==> src/rtl/ip_tx_arbiter_if.sv <==
// Request-side handshake and ip_packet_tx-side signals of ip_tx_arbiter, bundled as one interface.
// slave is the arbiter's view; master is the view of the requesters plus the transmit engine.
interface ip_tx_arbiter_if #(
    parameter int NUM_REQ = 2,
    parameter int GRANT_W = (NUM_REQ > 1) ? $clog2(NUM_REQ) : 1
);
    logic [NUM_REQ-1:0]    REQ_VALID;
    logic [NUM_REQ-1:0]    REQ_READY;
    logic [32*NUM_REQ-1:0] REQ_IP_ADDRESS;
    logic [48*NUM_REQ-1:0] REQ_MAC_ADDRESS;
    logic [10*NUM_REQ-1:0] REQ_MESSAGE;
    logic [31:0]           TX_RECIPIENT_IP;
    logic [47:0]           TX_RECIPIENT_MAC;
    logic [9:0]            TX_MESSAGE;
    logic                  TX_START;
    logic                  TX_READY_FOR_SEND;
    logic                  DONE_VALID;
    logic [GRANT_W-1:0]    DONE_ID;
    logic                  BUSY;
    logic [1:0]            dbg_state;

    // Handshake: requester i transfers on a rising edge where REQ_VALID[i] and REQ_READY[i]
    // are both high; REQ_READY[i] comes from registered state only, and REQ_VALID[i] plus
    // its address/message fields must stay stable while waiting for REQ_READY[i].
    modport slave (
        input  REQ_VALID, REQ_IP_ADDRESS, REQ_MAC_ADDRESS, REQ_MESSAGE, TX_READY_FOR_SEND,
        output REQ_READY, TX_RECIPIENT_IP, TX_RECIPIENT_MAC, TX_MESSAGE, TX_START,
        output DONE_VALID, DONE_ID, BUSY, dbg_state
    );

    modport master (
        output REQ_VALID, REQ_IP_ADDRESS, REQ_MAC_ADDRESS, REQ_MESSAGE, TX_READY_FOR_SEND,
        input  REQ_READY, TX_RECIPIENT_IP, TX_RECIPIENT_MAC, TX_MESSAGE, TX_START,
        input  DONE_VALID, DONE_ID, BUSY, dbg_state
    );
endinterface

==> src/rtl/ip_tx_arbiter.sv <==
// Round-robin arbiter sharing one ip_packet_tx engine between NUM_REQ requesters,
// each with a one-entry holding slot; packets are sent strictly one at a time.
module ip_tx_arbiter #(
    parameter int NUM_REQ = 2,
    parameter int GRANT_W = (NUM_REQ > 1) ? $clog2(NUM_REQ) : 1
) (
    input  logic          ACLK,
    input  logic          ARESET,
    ip_tx_arbiter_if.slave bus
);
    typedef enum logic [1:0] {
        ST_IDLE      = 2'd0,
        ST_START     = 2'd1,
        ST_WAIT_BUSY = 2'd2,
        ST_WAIT_DONE = 2'd3
    } state_e;

    localparam logic [GRANT_W-1:0] LAST_RST = GRANT_W'(NUM_REQ - 1);

    state_e               state_q, state_d;
    logic [NUM_REQ-1:0]   pending_q, pending_d, fire;
    logic [31:0]          slot_ip_q  [NUM_REQ];
    logic [47:0]          slot_mac_q [NUM_REQ];
    logic [9:0]           slot_msg_q [NUM_REQ];
    logic [GRANT_W-1:0]   grant_q, grant_d, last_grant_q, last_grant_d;
    logic [31:0]          tx_ip_q, tx_ip_d;
    logic [47:0]          tx_mac_q, tx_mac_d;
    logic [9:0]           tx_msg_q, tx_msg_d;
    logic                 tx_start_q, tx_start_d;
    logic                 done_valid_q, done_valid_d;
    logic [GRANT_W-1:0]   done_id_q, done_id_d;
    logic                 busy_q, busy_d;
    logic                 pick_found, grant_go;
    logic [GRANT_W-1:0]   pick_idx, cand;

    assign fire = bus.REQ_VALID & ~pending_q;

    always_ff @(posedge ACLK or negedge ARESET) begin
        if (!ARESET) begin
            for (int i = 0; i < NUM_REQ; i++) begin
                slot_ip_q[i]  <= '0;
                slot_mac_q[i] <= '0;
                slot_msg_q[i] <= '0;
            end
        end else begin
            for (int i = 0; i < NUM_REQ; i++) begin
                if (fire[i]) begin
                    slot_ip_q[i]  <= bus.REQ_IP_ADDRESS[32*i +: 32];
                    slot_mac_q[i] <= bus.REQ_MAC_ADDRESS[48*i +: 48];
                    slot_msg_q[i] <= bus.REQ_MESSAGE[10*i +: 10];
                end
            end
        end
    end

    // The served slot frees in the DONE cycle, so REQ_READY rises the cycle after DONE.
    always_comb begin
        pending_d = pending_q | fire;
        if (done_valid_q) pending_d[done_id_q] = 1'b0;
    end

    always_comb begin
        pick_found = 1'b0;
        pick_idx   = '0;
        cand       = '0;
        for (int k = 1; k <= NUM_REQ; k++) begin
            cand = GRANT_W'((int'(last_grant_q) + k) % NUM_REQ);
            if (!pick_found && pending_q[cand]) begin
                pick_found = 1'b1;
                pick_idx   = cand;
            end
        end
    end

    // Holding off during the DONE cycle keeps the finished slot from being re-granted.
    assign grant_go = (state_q == ST_IDLE) && pick_found && bus.TX_READY_FOR_SEND && !done_valid_q;

    always_ff @(posedge ACLK or negedge ARESET) begin
        if (!ARESET) state_q <= ST_IDLE;
        else         state_q <= state_d;
    end

    always_comb begin
        state_d = state_q;
        case (state_q)
            ST_IDLE:      if (grant_go) state_d = ST_START;
            ST_START:     state_d = ST_WAIT_BUSY;
            ST_WAIT_BUSY: if (!bus.TX_READY_FOR_SEND) state_d = ST_WAIT_DONE;
            ST_WAIT_DONE: if (bus.TX_READY_FOR_SEND) state_d = ST_IDLE;
            default:      state_d = ST_IDLE;
        endcase
    end

    always_comb begin
        tx_ip_d      = tx_ip_q;
        tx_mac_d     = tx_mac_q;
        tx_msg_d     = tx_msg_q;
        grant_d      = grant_q;
        last_grant_d = last_grant_q;
        tx_start_d   = 1'b0;
        done_valid_d = 1'b0;
        done_id_d    = done_id_q;
        busy_d       = (state_d != ST_IDLE);
        if (grant_go) begin
            tx_ip_d      = slot_ip_q[pick_idx];
            tx_mac_d     = slot_mac_q[pick_idx];
            tx_msg_d     = slot_msg_q[pick_idx];
            grant_d      = pick_idx;
            last_grant_d = pick_idx;
            tx_start_d   = 1'b1;
        end
        if ((state_q == ST_WAIT_DONE) && bus.TX_READY_FOR_SEND) begin
            done_valid_d = 1'b1;
            done_id_d    = grant_q;
        end
    end

    always_ff @(posedge ACLK or negedge ARESET) begin
        if (!ARESET) begin
            pending_q    <= '0;
            grant_q      <= '0;
            last_grant_q <= LAST_RST;
            tx_ip_q      <= '0;
            tx_mac_q     <= '0;
            tx_msg_q     <= '0;
            tx_start_q   <= 1'b0;
            done_valid_q <= 1'b0;
            done_id_q    <= '0;
            busy_q       <= 1'b0;
        end else begin
            pending_q    <= pending_d;
            grant_q      <= grant_d;
            last_grant_q <= last_grant_d;
            tx_ip_q      <= tx_ip_d;
            tx_mac_q     <= tx_mac_d;
            tx_msg_q     <= tx_msg_d;
            tx_start_q   <= tx_start_d;
            done_valid_q <= done_valid_d;
            done_id_q    <= done_id_d;
            busy_q       <= busy_d;
        end
    end

    assign bus.REQ_READY        = ~pending_q;
    assign bus.TX_RECIPIENT_IP  = tx_ip_q;
    assign bus.TX_RECIPIENT_MAC = tx_mac_q;
    assign bus.TX_MESSAGE       = tx_msg_q;
    assign bus.TX_START         = tx_start_q;
    assign bus.DONE_VALID       = done_valid_q;
    assign bus.DONE_ID          = done_id_q;
    assign bus.BUSY             = busy_q;
    assign bus.dbg_state        = state_q;
endmodule
==> src/flat_wrapper.sv <==
// flat-port wrapper written by rule: the top's interface ports become plain ports
module ip_tx_arbiter_flat 
#(
    parameter int NUM_REQ = 2,
    parameter int GRANT_W = (NUM_REQ > 1) ? $clog2(NUM_REQ) : 1
)
  (ACLK, ARESET, bus_REQ_VALID, bus_REQ_IP_ADDRESS, bus_REQ_MAC_ADDRESS, bus_REQ_MESSAGE, bus_TX_READY_FOR_SEND, bus_REQ_READY, bus_TX_RECIPIENT_IP, bus_TX_RECIPIENT_MAC, bus_TX_MESSAGE, bus_TX_START, bus_DONE_VALID, bus_DONE_ID, bus_BUSY, bus_dbg_state);
  ip_tx_arbiter_if #(.NUM_REQ(NUM_REQ), .GRANT_W(GRANT_W)) bus_i ();
  input  logic ACLK;
  input  logic ARESET;
  input wire logic [$bits(bus_i.REQ_VALID)-1:0] bus_REQ_VALID;
  input wire logic [$bits(bus_i.REQ_IP_ADDRESS)-1:0] bus_REQ_IP_ADDRESS;
  input wire logic [$bits(bus_i.REQ_MAC_ADDRESS)-1:0] bus_REQ_MAC_ADDRESS;
  input wire logic [$bits(bus_i.REQ_MESSAGE)-1:0] bus_REQ_MESSAGE;
  input wire logic [$bits(bus_i.TX_READY_FOR_SEND)-1:0] bus_TX_READY_FOR_SEND;
  output wire logic [$bits(bus_i.REQ_READY)-1:0] bus_REQ_READY;
  output wire logic [$bits(bus_i.TX_RECIPIENT_IP)-1:0] bus_TX_RECIPIENT_IP;
  output wire logic [$bits(bus_i.TX_RECIPIENT_MAC)-1:0] bus_TX_RECIPIENT_MAC;
  output wire logic [$bits(bus_i.TX_MESSAGE)-1:0] bus_TX_MESSAGE;
  output wire logic [$bits(bus_i.TX_START)-1:0] bus_TX_START;
  output wire logic [$bits(bus_i.DONE_VALID)-1:0] bus_DONE_VALID;
  output wire logic [$bits(bus_i.DONE_ID)-1:0] bus_DONE_ID;
  output wire logic [$bits(bus_i.BUSY)-1:0] bus_BUSY;
  output wire logic [$bits(bus_i.dbg_state)-1:0] bus_dbg_state;
  assign bus_i.REQ_VALID = bus_REQ_VALID;
  assign bus_i.REQ_IP_ADDRESS = bus_REQ_IP_ADDRESS;
  assign bus_i.REQ_MAC_ADDRESS = bus_REQ_MAC_ADDRESS;
  assign bus_i.REQ_MESSAGE = bus_REQ_MESSAGE;
  assign bus_i.TX_READY_FOR_SEND = bus_TX_READY_FOR_SEND;
  assign bus_REQ_READY = bus_i.REQ_READY;
  assign bus_TX_RECIPIENT_IP = bus_i.TX_RECIPIENT_IP;
  assign bus_TX_RECIPIENT_MAC = bus_i.TX_RECIPIENT_MAC;
  assign bus_TX_MESSAGE = bus_i.TX_MESSAGE;
  assign bus_TX_START = bus_i.TX_START;
  assign bus_DONE_VALID = bus_i.DONE_VALID;
  assign bus_DONE_ID = bus_i.DONE_ID;
  assign bus_BUSY = bus_i.BUSY;
  assign bus_dbg_state = bus_i.dbg_state;
  ip_tx_arbiter #(.NUM_REQ(NUM_REQ), .GRANT_W(GRANT_W)) u_core (.ACLK(ACLK), .ARESET(ARESET), .bus(bus_i));
endmodule
==> config.mk <==
export PLATFORM = sky130hd
export DESIGN_NAME = ip_tx_arbiter_flat
export DESIGN_NICKNAME = d
export VERILOG_FILES = /design/src/rtl/ip_tx_arbiter_if.sv /design/src/rtl/ip_tx_arbiter.sv /design/src/flat_wrapper.sv
export SDC_FILE = /design/constraint.sdc
export NUM_CORES = 1
export LEC_CHECK = 0
export ABC_AREA = 1
export ABC_CLOCK_PERIOD_IN_PS = 1300
export CORE_ASPECT_RATIO = 1.75
export CORE_UTILIZATION = 45
export CTS_CLUSTER_SIZE = 20
export DETAILED_ROUTE_END_ITERATION = 6
export PLACE_DENSITY = 0.77
export SLEW_MARGIN = 10
export SYNTH_ARGS = -nofsm -noshare
export SYNTH_HDL_FRONTEND = slang
export SYNTH_SLANG_ARGS = --single-unit
==> constraint.sdc <==
create_clock -name ACLK -period 1.3 [get_ports ACLK]
set_clock_uncertainty 0.05 [all_clocks]
set_input_delay 0.26 -clock ACLK [delete_from_list [all_inputs] [get_ports ACLK]]
set_output_delay 0.26 -clock ACLK [all_outputs]
set_load 0.005 [all_outputs]
==> impl_metrics.toml, run 1 <==
[status]
outcome = "finished, violations left"
violations = "DRC, setup timing"

[sta]
worst_slew_pin_slew_ns = 0.4759
fin_ws_ns = -0.2335
setup_violations = 332
slew_viol_final = 0
hold_ws_ns = 0.1020
clock.fmax_mhz = 652.1
hold_violations = 0
final.period_utilization_pct = 118.0
maxSlewHeadroom_pct = 68.27
period_needed_ns = 1.533
rsz0062_at_grt = "true"

[power_and_ir_drop]
switching_share_pct = 36.67
total_power_w = 0.03822
ir_drop_mv = 1.322
pwr-share-comb_pct = 39.2
p_int_w = 0.02421
power_density_nw_per_um2 = 2243
leakagePower_nw = 9.208
p_seq_share_pct = 39.3
power_frac_clock_pct = 21.6
netSwitchingPower_w = 0.01402

[placed_design]
dpl_worst_slack_ns = -0.4118
dp_hpwl_mm = 24.52
port-buffer-count = 282
place.gp.congestion = 0.8473

[setup_path]
worstReg2RegStart = "u_core.pending_q[1]"
cp-startpoint = "u_core.pending_q[1]"
critPathArrivalTime_ns = 1.22
cp_max_fo = 3
rrSetupSlack_ns = -0.20
setup.worst_path.end_class = "output port"
worstSetupPathType = "flip-flop to output port"
cp-start-kind = "flip-flop"
cp.required_ns = 0.99

[routing]
wl_per_cell_um = 18.35
drt_iter0_drc = 978
detail-route-antenna-nets = 0
detail_route.vias_per_cell = 5.385
first_pass_iters = 7
drc = 20
routed_wirelength_mm = 39.66
vias = 11636

[cells_and_area]
finalCoreUtilization_pct = 65.40
final_nets = 2005
fillers = 2134
layout_commonest_cell = "nand2_1"
area_growth_pct = 41.84
layout-drive-gt1-share_pct = 16.53
most-common-layout-cells = "798 x nand2_1, 278 x dfrtp_1, 269 x nand3_1"

[grt]
grt_max_degree = 73
antenna_found_initial = 2
grt_overflow = 0
grt_pass1_wl_mm = 60.84
grt_pass1_vias = 11759
grt_usage_pct = 28.34

[floorplan]
die_h_um = 218.2
initial_core_util_pct = 46.11
core_um2 = 26060
die_area_um2 = 27380
floorplan.rows = 78
die_x_um = 125.5
boundaryPins = 283

[worst_hold_path]
hold_class = "input port to async pin"

[synthesis]
synthCells = 1501
syn_nets = 1686
syn_area_per_cell_um2 = 8.005
synth-seq-cells = 280
synthDistinctLibCells = 15
ys_warn_count = 0
ys_seq_area_share_pct = 58.33
netlist_area_um2 = 12020

[clocking]
clock-sinks = 280
htree_levels = 1
cts_buffers = 26
clock_latency_ns = 0.53
clk_pin_slew_worst_paths_ns = 0.06
cts-root-buf = "clkbuf_16"
cts_max_path_buffers = 3
cts_tree = "built"

[job]
cap_violations = 0
==> through the flow <==
stage	TNS [ns]	instances	area [um^2]
2_1_floorplan	0	1501	12020
3_3_place_gp	-35.99	2048	15550
5_1_grt	-48.64	2161	17040
6_report	-32.47	2161	17040
4_1_cts	-35.47	2142	16640
3_5_place_dp	-43.80	2048	15550
==> final timing paths <==
check	end	depth (start not counted)
worst max register to register	u_core.bus.TX_MESSAGE[6]	9
min in group ACLK	u_core.slot_mac_q[83]	4
max in group asynchronous	u_core.slot_mac_q[12]	3
worst min register to register	u_core.slot_mac_q[6]	2
worst min-delay path	u_core.slot_ip_q[3]	2
worst max-delay path	bus_REQ_READY[1]	2
==> power groups by stage <==
stage               Sequential (W)  Combinational (W)  Clock (W)
finish                      0.0150             0.0150    0.00825
floorplan                   0.0145            0.00769          0
CTS                         0.0149             0.0141    0.00835
global route                0.0154             0.0167    0.00869
global placement            0.0149             0.0134          0
detailed placement          0.0150             0.0138          0
==> area by class of cell <==
type / count / area [um^2] / area share [%]
sequential: 280 / 7012 / 41.14
multi-input combinational: 1107 / 4692 / 27.53
timing repair buffer: 397 / 3955 / 23.21
clock buffer: 33 / 758.2 / 4.449
tap: 320 / 400.4 / 2.349
clock inverter: 14 / 177.7 / 1.043
inverter: 8 / 42.54 / 0.2496
antenna: 2 / 5.005 / 0.02937
==> routing by layer <==
layer  global-route usage, %  wire length (um)
met2                   48.72             20010
met1                   33.26             14310
met3                   3.501              2721
met4                   18.82              2616
met5                       0                 0
==> flip-flops by register name, indices dropped and copies added, names as in the netlist <==
register,cells
u_core.bus.dbg_state,2
u_core.grant_q,1
u_core.bus.BUSY,1
u_core.slot_msg_q,20
u_core.last_grant_q,1
u_core.bus.TX_RECIPIENT_MAC,48
u_core.bus.TX_RECIPIENT_IP,32
u_core.bus.TX_START,1
u_core.bus.DONE_VALID,1
u_core.bus.TX_MESSAGE,10
u_core.bus.DONE_ID,1
u_core.slot_mac_q,96
u_core.slot_ip_q,64
u_core.pending_q,2
==> synth_stat cells, drive strengths merged <==
library cell  instances  share of area [%]
a21oi                 1              0.042
buf                  64                2.6
clkbuf               42                1.3
dfrtp               279                 58
dfstp                 1               0.22
inv                   8               0.25
nand2               828                 26
nand3               272                 11
nor2                  4               0.12
o21ai                 1              0.042
o22a                  1              0.073
==> cells by family (layout without fill, tap and decap cells) <==
kind of cell	Yosys count	after routing	synth area share [%]
compound gates	3	3	0.1561
buf+inv	114	452	4.155
flops	280	280	58.33
other cells	0	2	0
simple gates	1104	1104	37.36
==> what timing repair did <==
| item | 4_1_cts | 5_1_grt |
|---|---|---|
| endpoints found under the hold margin | 280 | 0 |
| setup endpoints to repair | 285 | 372 |
| hold buffers | 1 | 0 |
| gates cloned | 6 | 6 |
| setup buffers | 40 | 12 |
| pin swaps | 2 | 8 |
| gates resized for setup | 423 | 57 |
==> critical path, cell delays in order, from the launching register on <==
cell and delay [ns]:
dfrtp_4 0.51, clkinv_4 0.07, buf_6 0.11
Power figures use the tool's default switching activity.
==> run 2, diff against run 1 <==
- CAP_MARGIN: not set -> 20
- SKIP_CTS_REPAIR_TIMING: not set -> 1
==> impl_metrics.toml, run 2 (synthesis results as in run 1) <==
[sta]
final.period_utilization_pct = 116.9
maxSlewHeadroom_pct = 68.41
slew_viol_final = 0
rsz0062_at_grt = "true"
hold_ws_ns = 0.1138
worst_slew_pin_slew_ns = 0.4739
hold_violations = 0
fin_ws_ns = -0.2201
period_needed_ns = 1.520
setup_violations = 299
clock.fmax_mhz = 657.9

[grt]
antenna_found_initial = 2
grt_pass1_vias = 11362
grt_overflow = 0
grt_pass1_wl_mm = 58.66
grt_max_degree = 73
grt_usage_pct = 27.15

[clocking]
htree_levels = 1
clock_latency_ns = 0.53
clk_pin_slew_worst_paths_ns = 0.06
clock-sinks = 280
cts_max_path_buffers = 3
cts_tree = "built"
cts-root-buf = "clkbuf_16"
cts_buffers = 26

[power_and_ir_drop]
leakagePower_nw = 8.991
ir_drop_mv = 1.343
power_density_nw_per_um2 = 2247

[floorplan]
floorplan.rows = 78
die_x_um = 125.5
initial_core_util_pct = 46.11
core_um2 = 26060
boundaryPins = 283
die_h_um = 218.2
die_area_um2 = 27380

[job]
cap_violations = 0

[cells_and_area]
area_growth_pct = 38.02
layout-drive-gt1-share_pct = 14.62
final_nets = 1999
fin_area_um2 = 16580
final_cell_count_no_fill = 2155
fillers = 2203
largest_reg_flops = 96
most-common-layout-cells = "824 x nand2_1, 277 x dfrtp_1, 271 x nand3_1"
layout_commonest_cell = "nand2_1"
regMostFlops = "u_core.slot_mac_q"

[setup_path]
critPathArrivalTime_ns = 1.21
setup.worst_path.end_class = "output port"
cp_top_family = "flip-flops"
worstSetupPathType = "flip-flop to output port"
cp-start-kind = "flip-flop"
critical_path.cell_chain = "clkinv_2 > buf_6"
cp.required_ns = 0.99
cp_max_fo = 3
slowest_stage = "dfrtp_4"
critical-path-max-stage-delay_ns = 0.50
path_buf_inv = 2

[routing]
drt_iter0_drc = 952
detail-route-antenna-nets = 0
first_pass_iters = 7
wl_per_cell_um = 17.74
vias = 11539
drc = 17
routed_wirelength_mm = 38.23
detail_route.vias_per_cell = 5.355

[status]
outcome = "finished, violations left"
violations = "DRC, setup timing"

[placed_design]
port-buffer-count = 282
dp_hpwl_mm = 24.52
placed_cell_area_um2 = 15550
place.gp.congestion = 0.8473
dp_cells = 2048

[worst_hold_path]
hold_class = "input port to async pin"
[run 2: area by class of cell]
type                            instances  area [um^2]  share of cell area, %
Antenna cell                            2        5.005                0.03018
Timing Repair Buffer                  391         3628                  21.88
Clock inverter                         14        177.7                  1.071
Inverter                                8        36.28                 0.2188
Multi-Input combinational cell       1107         4564                  27.52
Clock buffer                           33        758.2                  4.572
Tap cell                              320        400.4                  2.414
Sequential cell                       280         7013                  42.29
[run 2: final timing paths]
path / slack (ns) / cells past startpoint / from / end
worst max-delay path: -0.22 / 2 / u_core.pending_q[1] / bus_REQ_READY[1]
worst min-delay path: 0.11 / 2 / ARESET / u_core.bus.TX_RECIPIENT_IP[4]
worst max register to register: -0.22 / 7 / u_core.pending_q[1] / u_core.bus.TX_RECIPIENT_MAC[11]
worst min register to register: 0.42 / 2 / u_core.slot_mac_q[6] / u_core.slot_mac_q[6]
max in group asynchronous: 0.44 / 3 / ARESET / u_core.bus.TX_RECIPIENT_MAC[14]
min in group ACLK: 0.14 / 4 / bus_REQ_VALID[0] / u_core.slot_mac_q[83]
[run 2: stage by stage]
stage | power [W] | TNS [ns] | util (%) | setup WS (ns)
after floorplan | 0.02217 | 0 | - | 0.01224
after global placement | 0.02830 | -35.99 | 59.69 | -0.3238
after detailed placement | 0.02880 | -43.80 | 59.69 | -0.4118
after CTS | 0.03718 | -70.13 | 63.28 | -0.7388
after global routing | 0.03980 | -51.38 | 63.64 | -0.2707
final | 0.03727 | -33.65 | 63.64 | -0.2201
[run 2: metal layers]
| layer | wire, um | vias to the layer above | global-route usage [%] | part of all wire [%] |
|---|---|---|---|---|
| met5 | 0 | - | 0 | 0 |
| met1 | 14180 | 5543 | 32.16 | 37 |
| li1 | - | 5338 | - | - |
| met3 | 2226 | 128 | 3.182 | 5.8 |
| met4 | 2176 | 0 | 16.95 | 5.7 |
| met2 | 19650 | 530 | 46.96 | 51 |
[run 2: report_power, final]
| part | internal (W) | switching [W] |
|---|---|---|
| registers | 0.0126 | 0.00239 |
| logic | 0.00608 | 0.00792 |
| clock network | 0.00491 | 0.00334 |
[run 2: worst register-to-register path, stage by stage (launching register included)]
cell and delay [ns]:
dfrtp_4 0.50, buf_4 0.17, o21ai_4 0.15, nor2_4 0.04, buf_4 0.17, buf_12 0.17, nand2_1 0.09, nand2_1 0.06
==> run 3, diff against run 2 <==
- CAP_MARGIN: 20 -> not set
- TNS_END_PERCENT: not set -> 5
==> impl_metrics.toml, run 3 (synthesis results as in run 1) <==
[cells_and_area]
largest_reg_flops = 96
area_growth_pct = 36.20
multi_input_area_um2 = 4578
regMostFlops = "u_core.slot_mac_q"
seqCellArea_um2 = 7013
layout_commonest_cell = "nand2_1"
final_nets = 1974
fillers = 2241
final_cell_count_no_fill = 2130
fin_area_um2 = 16360
most-common-layout-cells = "823 x nand2_1, 277 x dfrtp_1, 271 x nand3_1"
layout-drive-gt1-share_pct = 13.55

[setup_path]
critical_path.cell_chain = "clkinv_2 > buf_6"
cp-start-kind = "flip-flop"
setup.worst_path.end_class = "output port"
worst-r2r-cell-count = 7
cp.required_ns = 0.99
critical_path_depth = 2
worstSetupPathType = "flip-flop to output port"
path_buf_inv = 2
slowest_stage = "dfrtp_4"
cp_max_fo = 3
cp_top_family = "flip-flops"
critical-path-max-stage-delay_ns = 0.50
critPathArrivalTime_ns = 1.21

[clocking]
cts_buffers = 26
cts_tree = "built"
cts-root-buf = "clkbuf_16"
clock_latency_ns = 0.53
cts_max_path_buffers = 3
clk_pin_slew_worst_paths_ns = 0.06
htree_levels = 1
clock-sinks = 280

[placed_design]
placed_cell_area_um2 = 15550
place.gp.congestion = 0.8473
dp_hpwl_mm = 24.52
dp_cells = 2048
port-buffer-count = 282

[grt]
grt_pass1_wl_mm = 58.66
busiest_layer = "met2"
grt_usage_pct = 27.15
grtUsageMet2_pct = 46.96
grt_pass1_vias = 11362
met1_usage_pct = 32.16
met3_usage_pct = 3.182
grt_overflow = 0
grt_max_degree = 73
antenna_found_initial = 2

[sta]
hold_violations = 0
hold_ws_ns = 0.1154
period_needed_ns = 1.519
slew_viol_final = 0
fin_ws_ns = -0.2195
rsz0062_at_grt = "true"
final.period_utilization_pct = 116.9
setup_violations = 282
worst_slew_pin_slew_ns = 0.4629
clock.fmax_mhz = 658.1
maxSlewHeadroom_pct = 69.14

[routing]
detail_route.vias_per_cell = 5.368
drc = 16
first_pass_iters = 7
routed_wirelength_mm = 37.43
detail-route-antenna-nets = 0
vias = 11434
wl_per_cell_um = 17.57
drt_iter0_drc = 919

[floorplan]
boundaryPins = 283
die_area_um2 = 27380
die_h_um = 218.2
core_um2 = 26060
die_x_um = 125.5
floorplan.rows = 78
initial_core_util_pct = 46.11

[status]
outcome = "finished, violations left"
violations = "DRC, setup timing"

[power_and_ir_drop]
leakagePower_nw = 8.845
power_density_nw_per_um2 = 2247
ir_drop_mv = 1.335
total_power_w = 0.03678

[worst_hold_path]
hold_class = "input port to async pin"

[job]
cap_violations = 0
-- run 3: cell types whose count changed in the layout (fill, tap and decap cells not counted), moves of 2 or more --
| cell | previous run | this run |
|---|---|---|
| buf_6 | 12 | 14 |
| clkbuf_2 | 87 | 89 |
| clkbuf_16 | 29 | 27 |
| buf_4 | 77 | 51 |
-- run 3: layer usage --
metal | vias up | wire [um]
met5 | - | 0
met4 | 0 | 2148
met3 | 128 | 2245
met2 | 527 | 19110
met1 | 5484 | 13920
li1 | 5295 | -
-- run 3: worst paths after layout --
path | endpoint | from | slack (ns)
worst max register to register | u_core.bus.TX_RECIPIENT_MAC[20] | u_core.pending_q[0] | -0.15
worst max-delay path | bus_REQ_READY[1] | u_core.pending_q[1] | -0.22
worst min-delay path | u_core.bus.TX_RECIPIENT_IP[4] | ARESET | 0.12
max in group asynchronous | u_core.slot_mac_q[14] | ARESET | 0.46
worst min register to register | u_core.slot_ip_q[35] | u_core.slot_ip_q[35] | 0.42
min in group ACLK | u_core.slot_mac_q[83] | bus_REQ_VALID[0] | 0.12
-- run 3: layout make-up --
type	instances	area share, %
Multi-Input combinational cell	1107	27.98
Sequential cell	280	42.86
Timing Repair Buffer	366	20.75
Clock inverter	14	1.086
Inverter	8	0.2217
Tap cell	320	2.447
Antenna cell	2	0.03058
Clock buffer	33	4.633
-- run 3: through the flow --
step	worst slack (ns)	util [%]	TNS, ns
global route	-0.2573	62.80	-40.57
detailed placement	-0.4118	59.69	-43.80
global placement	-0.3238	59.69	-35.99
CTS	-0.7388	63.28	-70.13
floorplan	0.01224	-	0
finish	-0.2195	62.80	-25.02
-- run 3: worst reg2reg max path, stage by stage (launching register included) --
cell and delay, ns:
dfrtp_1 0.41, buf_4 0.17, nand2_4 0.10, buf_12 0.23, nand3_1 0.20, nand2_1 0.12
nand2_1 0.05, nand2_1 0.06
-- run 3: power breakdown --
part           internal [W]  switching, W  total [W]
clock network       0.00491       0.00333    0.00824
registers            0.0126       0.00239     0.0150
logic               0.00574       0.00777     0.0135
total                0.0233        0.0135     0.0368
